**src/rtl/strap_sel_if.sv**
```systemverilog
// ---------------------------------------------------------------------------
// strap_sel_if
//   Bundles the strap-select controller's functional signals.
//
//   Signals (named from the controller's point of view):
//     ip_sel_i     [2:0] raw strap code from pads {pad2,pad1,pad0}
//     ip_sel_o     [2:0] accepted IP code, feeds the pad IO mux
//     sel_valid_o        ip_sel_o holds an accepted code
//     ip_rst_n_o   [7:0] per-IP active-low reset, bit n drives IP n
//     pad_oe_en_o        global enable for pad output drivers
//     sel_err_o          accepted code is not a populated IP
//     strap_chg_o        sticky: straps moved after acceptance
//     state_o      [2:0] controller FSM state, for debug/checkers
//
//   Modports:
//     slave  - the controller (drives the outputs, reads the straps)
//     master - whoever drives the straps and observes the result
//
//   Handshake: there is no valid/ready pair here. ip_sel_i is a level that
//   is sampled every clock; sel_valid_o is a level that, once high, stays
//   high with ip_sel_o frozen until the next reset.
// ---------------------------------------------------------------------------
interface strap_sel_if;
    logic [2:0] ip_sel_i;
    logic [2:0] ip_sel_o;
    logic       sel_valid_o;
    logic [7:0] ip_rst_n_o;
    logic       pad_oe_en_o;
    logic       sel_err_o;
    logic       strap_chg_o;
    logic [2:0] state_o;

    modport slave (
        input  ip_sel_i,
        output ip_sel_o,
        output sel_valid_o,
        output ip_rst_n_o,
        output pad_oe_en_o,
        output sel_err_o,
        output strap_chg_o,
        output state_o
    );

    modport master (
        output ip_sel_i,
        input  ip_sel_o,
        input  sel_valid_o,
        input  ip_rst_n_o,
        input  pad_oe_en_o,
        input  sel_err_o,
        input  strap_chg_o,
        input  state_o
    );
endinterface

```
**src/rtl/strap_sel_ctrl.sv**
```systemverilog
// ---------------------------------------------------------------------------
// strap_sel_ctrl
//   Boot-time strap selector. After reset release it waits SETTLE_CYC cycles
//   for the pads to settle, then waits for the 3-bit strap code to be stable
//   for STABLE_CYC consecutive comparisons, latches it, holds the selected IP
//   in reset for RST_HOLD_CYC cycles and finally releases that one IP and
//   enables the pad drivers. Codes not present in VALID_MASK park the block
//   in a terminal error state with every IP held in reset.
//   Once running, the straps keep being watched: a mismatch that persists
//   for STABLE_CYC cycles raises a sticky strap_chg_o flag without touching
//   the selection.
//
//   Ports:
//     sys_clk_i    sole clock, rising edge
//     sys_rst_n_i  asynchronous active-low reset
//     bus          strap_sel_if.slave (straps in, selection/resets out)
//
//   All outputs come straight from flops; there is no combinational path
//   from ip_sel_i to any output.
// ---------------------------------------------------------------------------
module strap_sel_ctrl #(
    parameter int unsigned    SETTLE_CYC   = 16,
    parameter int unsigned    STABLE_CYC   = 8,
    parameter int unsigned    RST_HOLD_CYC = 32,
    parameter logic [7:0]     VALID_MASK   = 8'b0010_1111
) (
    input  logic        sys_clk_i,
    input  logic        sys_rst_n_i,
    strap_sel_if.slave  bus
);

    // Terminal counts: each phase ends on the edge where cnt equals N-1.
    localparam logic [7:0] SETTLE_LAST = 8'(SETTLE_CYC - 1);
    localparam logic [7:0] STABLE_LAST = 8'(STABLE_CYC - 1);
    localparam logic [7:0] HOLD_LAST   = 8'(RST_HOLD_CYC - 1);

    typedef enum logic [2:0] {
        ST_SETTLE = 3'd0,
        ST_SAMPLE = 3'd1,
        ST_HOLD   = 3'd2,
        ST_RUN    = 3'd3,
        ST_ERR    = 3'd4
    } state_t;

    state_t     state_q, state_d;
    logic [7:0] cnt_q,   cnt_d;
    logic [2:0] prev_q,  prev_d;
    logic [2:0] sel_q,   sel_d;
    logic       valid_q, valid_d;
    logic [7:0] ip_rst_n_q, ip_rst_n_d;
    logic       pad_oe_q,   pad_oe_d;
    logic       err_q,      err_d;
    logic       chg_q,      chg_d;

    logic       strap_same;   // SAMPLE: current straps equal the previous sample
    logic       strap_moved;  // RUN: current straps differ from the accepted code

    assign strap_same  = (bus.ip_sel_i == prev_q);
    assign strap_moved = (bus.ip_sel_i != sel_q);

    // -----------------------------------------------------------------------
    // State and datapath registers
    // -----------------------------------------------------------------------
    always_ff @(posedge sys_clk_i or negedge sys_rst_n_i) begin
        if (!sys_rst_n_i) begin
            state_q    <= ST_SETTLE;
            cnt_q      <= 8'd0;
            prev_q     <= 3'd0;
            sel_q      <= 3'd0;
            valid_q    <= 1'b0;
            ip_rst_n_q <= 8'h00;
            pad_oe_q   <= 1'b0;
            err_q      <= 1'b0;
            chg_q      <= 1'b0;
        end else begin
            state_q    <= state_d;
            cnt_q      <= cnt_d;
            prev_q     <= prev_d;
            sel_q      <= sel_d;
            valid_q    <= valid_d;
            ip_rst_n_q <= ip_rst_n_d;
            pad_oe_q   <= pad_oe_d;
            err_q      <= err_d;
            chg_q      <= chg_d;
        end
    end

    // -----------------------------------------------------------------------
    // Next-state logic
    // -----------------------------------------------------------------------
    always_comb begin
        state_d = state_q;
        case (state_q)
            ST_SETTLE: begin
                if (cnt_q == SETTLE_LAST) begin
                    state_d = ST_SAMPLE;
                end
            end
            ST_SAMPLE: begin
                if (strap_same && (cnt_q == STABLE_LAST)) begin
                    state_d = VALID_MASK[prev_q] ? ST_HOLD : ST_ERR;
                end
            end
            ST_HOLD: begin
                if (cnt_q == HOLD_LAST) begin
                    state_d = ST_RUN;
                end
            end
            ST_RUN:  state_d = ST_RUN;
            ST_ERR:  state_d = ST_ERR;
            default: state_d = ST_SETTLE;
        endcase
    end

    // -----------------------------------------------------------------------
    // Output / datapath next values. Everything holds unless the current
    // state says otherwise; that is what keeps ip_sel_o and sel_valid_o
    // frozen outside the acceptance edge.
    // -----------------------------------------------------------------------
    always_comb begin
        cnt_d      = cnt_q;
        prev_d     = prev_q;
        sel_d      = sel_q;
        valid_d    = valid_q;
        ip_rst_n_d = ip_rst_n_q;
        pad_oe_d   = pad_oe_q;
        err_d      = err_q;
        chg_d      = chg_q;

        case (state_q)
            ST_SETTLE: begin
                if (cnt_q == SETTLE_LAST) begin
                    cnt_d  = 8'd0;
                    prev_d = bus.ip_sel_i;
                end else begin
                    cnt_d = cnt_q + 8'd1;
                end
            end

            ST_SAMPLE: begin
                if (strap_same) begin
                    if (cnt_q == STABLE_LAST) begin
                        cnt_d   = 8'd0;
                        sel_d   = prev_q;
                        valid_d = 1'b1;
                        err_d   = ~VALID_MASK[prev_q];
                    end else begin
                        cnt_d = cnt_q + 8'd1;
                    end
                end else begin
                    // A glitch only restarts the stability window.
                    cnt_d  = 8'd0;
                    prev_d = bus.ip_sel_i;
                end
            end

            ST_HOLD: begin
                if (cnt_q == HOLD_LAST) begin
                    cnt_d      = 8'd0;
                    ip_rst_n_d = 8'h01 << sel_q;
                    pad_oe_d   = 1'b1;
                end else begin
                    cnt_d = cnt_q + 8'd1;
                end
            end

            ST_RUN: begin
                // cnt now counts consecutive mismatching cycles; it saturates
                // so a long-lived mismatch can never wrap back to zero.
                if (strap_moved) begin
                    if (cnt_q != 8'hFF) begin
                        cnt_d = cnt_q + 8'd1;
                    end
                    if (cnt_q == STABLE_LAST) begin
                        chg_d = 1'b1;
                    end
                end else begin
                    cnt_d = 8'd0;
                end
            end

            default: begin
                // ST_ERR is terminal: every register keeps its value.
            end
        endcase
    end

    // -----------------------------------------------------------------------
    // Outputs (all register-driven)
    // -----------------------------------------------------------------------
    assign bus.ip_sel_o    = sel_q;
    assign bus.sel_valid_o = valid_q;
    assign bus.ip_rst_n_o  = ip_rst_n_q;
    assign bus.pad_oe_en_o = pad_oe_q;
    assign bus.sel_err_o   = err_q;
    assign bus.strap_chg_o = chg_q;
    assign bus.state_o     = state_q;

endmodule
```
**src/flat_wrapper.sv**
```systemverilog
// flat-port wrapper written by rule: the top's interface ports become plain ports
module strap_sel_ctrl_flat 
#(
    parameter int unsigned    SETTLE_CYC   = 16,
    parameter int unsigned    STABLE_CYC   = 8,
    parameter int unsigned    RST_HOLD_CYC = 32,
    parameter logic [7:0]     VALID_MASK   = 8'b0010_1111
)
  (sys_clk_i, sys_rst_n_i, bus_ip_sel_i, bus_ip_sel_o, bus_sel_valid_o, bus_ip_rst_n_o, bus_pad_oe_en_o, bus_sel_err_o, bus_strap_chg_o, bus_state_o);
  strap_sel_if bus_i ();
  input  logic sys_clk_i;
  input  logic sys_rst_n_i;
  input wire logic [$bits(bus_i.ip_sel_i)-1:0] bus_ip_sel_i;
  output wire logic [$bits(bus_i.ip_sel_o)-1:0] bus_ip_sel_o;
  output wire logic [$bits(bus_i.sel_valid_o)-1:0] bus_sel_valid_o;
  output wire logic [$bits(bus_i.ip_rst_n_o)-1:0] bus_ip_rst_n_o;
  output wire logic [$bits(bus_i.pad_oe_en_o)-1:0] bus_pad_oe_en_o;
  output wire logic [$bits(bus_i.sel_err_o)-1:0] bus_sel_err_o;
  output wire logic [$bits(bus_i.strap_chg_o)-1:0] bus_strap_chg_o;
  output wire logic [$bits(bus_i.state_o)-1:0] bus_state_o;
  assign bus_i.ip_sel_i = bus_ip_sel_i;
  assign bus_ip_sel_o = bus_i.ip_sel_o;
  assign bus_sel_valid_o = bus_i.sel_valid_o;
  assign bus_ip_rst_n_o = bus_i.ip_rst_n_o;
  assign bus_pad_oe_en_o = bus_i.pad_oe_en_o;
  assign bus_sel_err_o = bus_i.sel_err_o;
  assign bus_strap_chg_o = bus_i.strap_chg_o;
  assign bus_state_o = bus_i.state_o;
  strap_sel_ctrl #(.SETTLE_CYC(SETTLE_CYC), .STABLE_CYC(STABLE_CYC), .RST_HOLD_CYC(RST_HOLD_CYC), .VALID_MASK(VALID_MASK)) u_core (.sys_clk_i(sys_clk_i), .sys_rst_n_i(sys_rst_n_i), .bus(bus_i));
endmodule
```
**config.mk**
```make
export PLATFORM = sky130hd
export DESIGN_NAME = strap_sel_ctrl_flat
export DESIGN_NICKNAME = d
export VERILOG_FILES = /design/src/rtl/strap_sel_if.sv /design/src/rtl/strap_sel_ctrl.sv /design/src/flat_wrapper.sv
export SDC_FILE = /design/constraint.sdc
export NUM_CORES = 1
export LEC_CHECK = 0
export CAP_MARGIN = 40
export CORE_UTILIZATION = 50
export DETAILED_ROUTE_END_ITERATION = 7
export GPL_TIMING_DRIVEN = 0
export PLACE_DENSITY = 0.75
export SYNTH_ARGS = -nofsm -noshare
export SYNTH_HDL_FRONTEND = slang
export SYNTH_SLANG_ARGS = --single-unit
```
**constraint.sdc**
```tcl
create_clock -name sys_clk_i -period 4.15 [get_ports sys_clk_i]
set_clock_uncertainty 0.05 [all_clocks]
set_input_delay 0.6225 -clock sys_clk_i [delete_from_list [all_inputs] [get_ports sys_clk_i]]
set_output_delay 0.6225 -clock sys_clk_i [all_outputs]
set_load 0.03 [all_outputs]
```
==> results.json, run 1 <==
{
  "outcome": "complete, but fails checks",
  "violations": "DRC",
  "crit_arrival_ns": 2.61,
  "grt_pass1_wl_mm": 5.34,
  "initial_core_util": 0.538,
  "rows": 19,
  "synth_ff_type": "dfrtp_1",
  "diodes": 0,
  "drt_iter0_drc": 62,
  "path_class": "in2reg",
  "worstPathMaxFanout": 6,
  "num_vias": 1293,
  "clkSinkCount": 29,
  "r2r_cells": 6,
  "hold_viol": 0,
  "crit_required_ns": 4.33,
  "io_pins": 23,
  "numCtsBuffers": 5,
  "powerDensity_nw_per_um2": 304,
  "maxCapViolations": 0,
  "timing.final.crit_share": 0.585,
  "ant_nets": 0,
  "ys_ff_latch": 29,
  "die_h_um": 57.2,
  "post_cts_resized": 0,
  "gr-total-overflow": 0,
  "postCtsHoldBufs": 0,
  "synth_edf_count": 0,
  "antenna_found_initial": 0,
  "nNetsFinal": 196,
  "grt_max_degree": 19,
  "hpwl_mm": 2.33,
  "hold_class": "reg2reg",
  "synth_area_leaders": "dfrtp_1 48%, nand2_1 5.4%, nand3_1 3.6%",
  "finalSetupViolCount": 0,
  "core_region_area_um2": 2830,
  "cts_setup_buffers": 0,
  "relSlewSlack": 0.487,
  "final_cells": 222,
  "portBuffers": 22,
  "clk_path_buf_depth": 2,
  "yosys_warnings": 0,
  "area_delta_synth_final_pct": 24.4,
  "wl_met3_um": 149,
  "yosysSeqAreaShare": 0.477,
  "routed_wl_mm": 3.08,
  "met1_length_mm": 1.42,
  "fmax_mhz": 412,
  "yosysUniqueCellTypes": 43,
  "cts-root-buf": "clkbuf_4",
  "max-vdd-ir-drop_mv": 0.279,
  "grt_pass1_vias": 1208,
  "cts.clk_slew.worst_paths_ns": 0.08,
  "hold_depth": 1,
  "syn-cell-area_um2": 1520,
  "synth_top_cell_by_area": "dfrtp_1",
  "clock_latency_ns": 0.33,
  "die_area_um2": 3270,
  "synth_cells": 160,
  "routed.top_layer": "met4",
  "wire_per_inst_um": 13.9,
  "async_flop_share": 1.00,
  "start_kind": "primary input",
  "worst_slew_pin_slew_ns": 0.766,
  "tritoncts": "done",
  "crit_path_end_kind": "flop",
  "grt.total_usage": 0.215,
  "wl_met2_mm": 1.46,
  "synth_top_area_share": 0.477,
  "drv_slew": 0,
  "gp_congestion": 0.841,
  "vias_per_cell": 5.82,
  "firstDrtPassIters": 6,
  "dp_cells": 214,
  "cts.htree.levels": 2,
  "die_w_um": 57.2,
  "drive_gt1_frac": 0.126,
  "setup_tns_ns": 0,
  "min_period_ns": 2.43,
  "leakage_nw": 0.832,
  "avgSynthCellArea_um2": 9.51,
  "drc": 2,
  "synth.net_count": 166,
  "rsz0062_at_grt": "no"
}
==> final timing paths <==
check,start,end,slack (ns)
worst max-delay path,bus_ip_sel_i[0],u_core.cnt_q[6],1.72
worst min-delay path,u_core.bus.strap_chg_o,u_core.bus.strap_chg_o,0.43
worst max register to register,u_core.bus.ip_sel_o[0],u_core.cnt_q[6],1.92
worst min register to register,u_core.bus.strap_chg_o,u_core.bus.strap_chg_o,0.43
max in group asynchronous,sys_rst_n_i,u_core.cnt_q[5],2.88
min in group asynchronous,sys_rst_n_i,u_core.bus.ip_rst_n_o[4],0.65
==> area by class of cell <==
cell class | instances | area (µm²)
fill | 239 | 936
multi-input combinational | 118 | 731
sequential | 29 | 726
timing repair buffer | 23 | 248
clock buffer | 7 | 55.1
buffer | 10 | 53.8
tap | 31 | 38.8
clock inverter | 1 | 30.0
inverter | 3 | 11.3
==> report_power, final <==
part / switching, mW / total (mW) / internal, mW
clock network: 0.0932 / 0.237 / 0.144
registers: 0.00560 / 0.293 / 0.288
logic: 0.0241 / 0.0449 / 0.0209
==> routing by layer <==
metal  vias up  global-route usage
met2        31               0.355
met4         0              0.0836
met5         -                   0
met1       618               0.265
li1        638                   -
met3         6              0.0658
==> registers in the layout (all words and copies together), names as in the netlist <==
register and flops:
u_core.bus.pad_oe_en_o 1, u_core.bus.ip_rst_n_o 8, u_core.bus.state_o 3, u_core.bus.ip_sel_o 3, u_core.bus.strap_chg_o 1, u_core.bus.sel_err_o 1, u_core.prev_q 3, u_core.bus.sel_valid_o 1
u_core.cnt_q 8
==> per-stage QoR <==
step | setup slack [ns] | total power, mW | utilization | area, µm² | hold slack [ns]
floorplan | 1.99 | 0.324 | - | 1520 | 0.277
global placement | 1.45 | 0.340 | 0.629 | 1780 | 0.394
detailed placement | 1.39 | 0.344 | 0.639 | 1810 | 0.408
CTS | 1.71 | 0.585 | 0.669 | 1890 | 0.437
global route | 1.63 | 0.599 | 0.669 | 1890 | 0.440
finish | 1.72 | 0.575 | 0.669 | 1890 | 0.432
==> critical path, stage by stage <==
cell and delay (ns):
clkdlybuf4s50_1 0.55, xor2_1 0.26, nor4b_1 0.11, o32ai_1 0.69
a21oi_1 0.19, nor3_1 0.19
==> kinds of logic (layout without fill, tap and decap cells) <==
family          count (synthesis)  count (layout)  synth area share
xor+xnor                        8               8            0.0460
buf+inv                        13              44            0.0428
compound gates                 34              34             0.152
fa+ha+maj                       1               1           0.00822
simple gates                   69              69             0.225
flops                          29              29             0.477
mux                             6               6            0.0485
==> cells in the mapped netlist (2+ instances only) <==
| cell type | number |
|---|---|
| a21o_1 | 3 |
| o31ai_1 | 2 |
| o311a_1 | 2 |
| inv_1 | 3 |
| xnor2_1 | 4 |
| mux2_2 | 3 |
| xor2_1 | 4 |
| nor3_1 | 8 |
| o21ai_0 | 11 |
| mux2_4 | 2 |
| o41ai_1 | 4 |
| buf_6 | 2 |
| clkbuf_1 | 7 |
| nand3_1 | 11 |
| nand4_1 | 2 |
| or2_2 | 3 |
| dfrtp_1 | 29 |
| a21oi_1 | 4 |
| nor2_1 | 11 |
| nand2_1 | 22 |
==> layout by cell type, fill, tap and decap left out, drive strengths merged, types with 5 or more instances in the layout <==
master / instances
clkbuf: 15
nor2: 11
nand2: 22
mux2: 5
nand3: 11
clkdlybuf4s50: 22
nor3: 8
dfrtp: 29
o21ai: 12
Note: power is estimated with default switching activity, not from simulation.
==> run 2: changes to the inputs <==
Clock period 4.15 ns to 2.5 ns, I/O delays scaled along.
==> results of run 2 <==
The final DEF is identical to that of run 1. Status: complete, but fails checks: DRC.
Among the figures that moved: setup slack after placement 1.39 ns -> -0.0114 ns; clock-pin slew on the worst setup and hold paths 0.08 ns -> 0.09 ns; setup slack after layout 1.72 ns -> 0.267 ns; hold slack 0.432 ns -> 0.398 ns; start point of the critical path bus_ip_sel_i[0] -> u_core.bus.ip_sel_o[0]; register-to-register setup slack 1.92 ns -> 0.27 ns; total power 0.575 mW -> 0.955 mW; worst IR drop on VDD 0.279 mV -> 0.463 mV
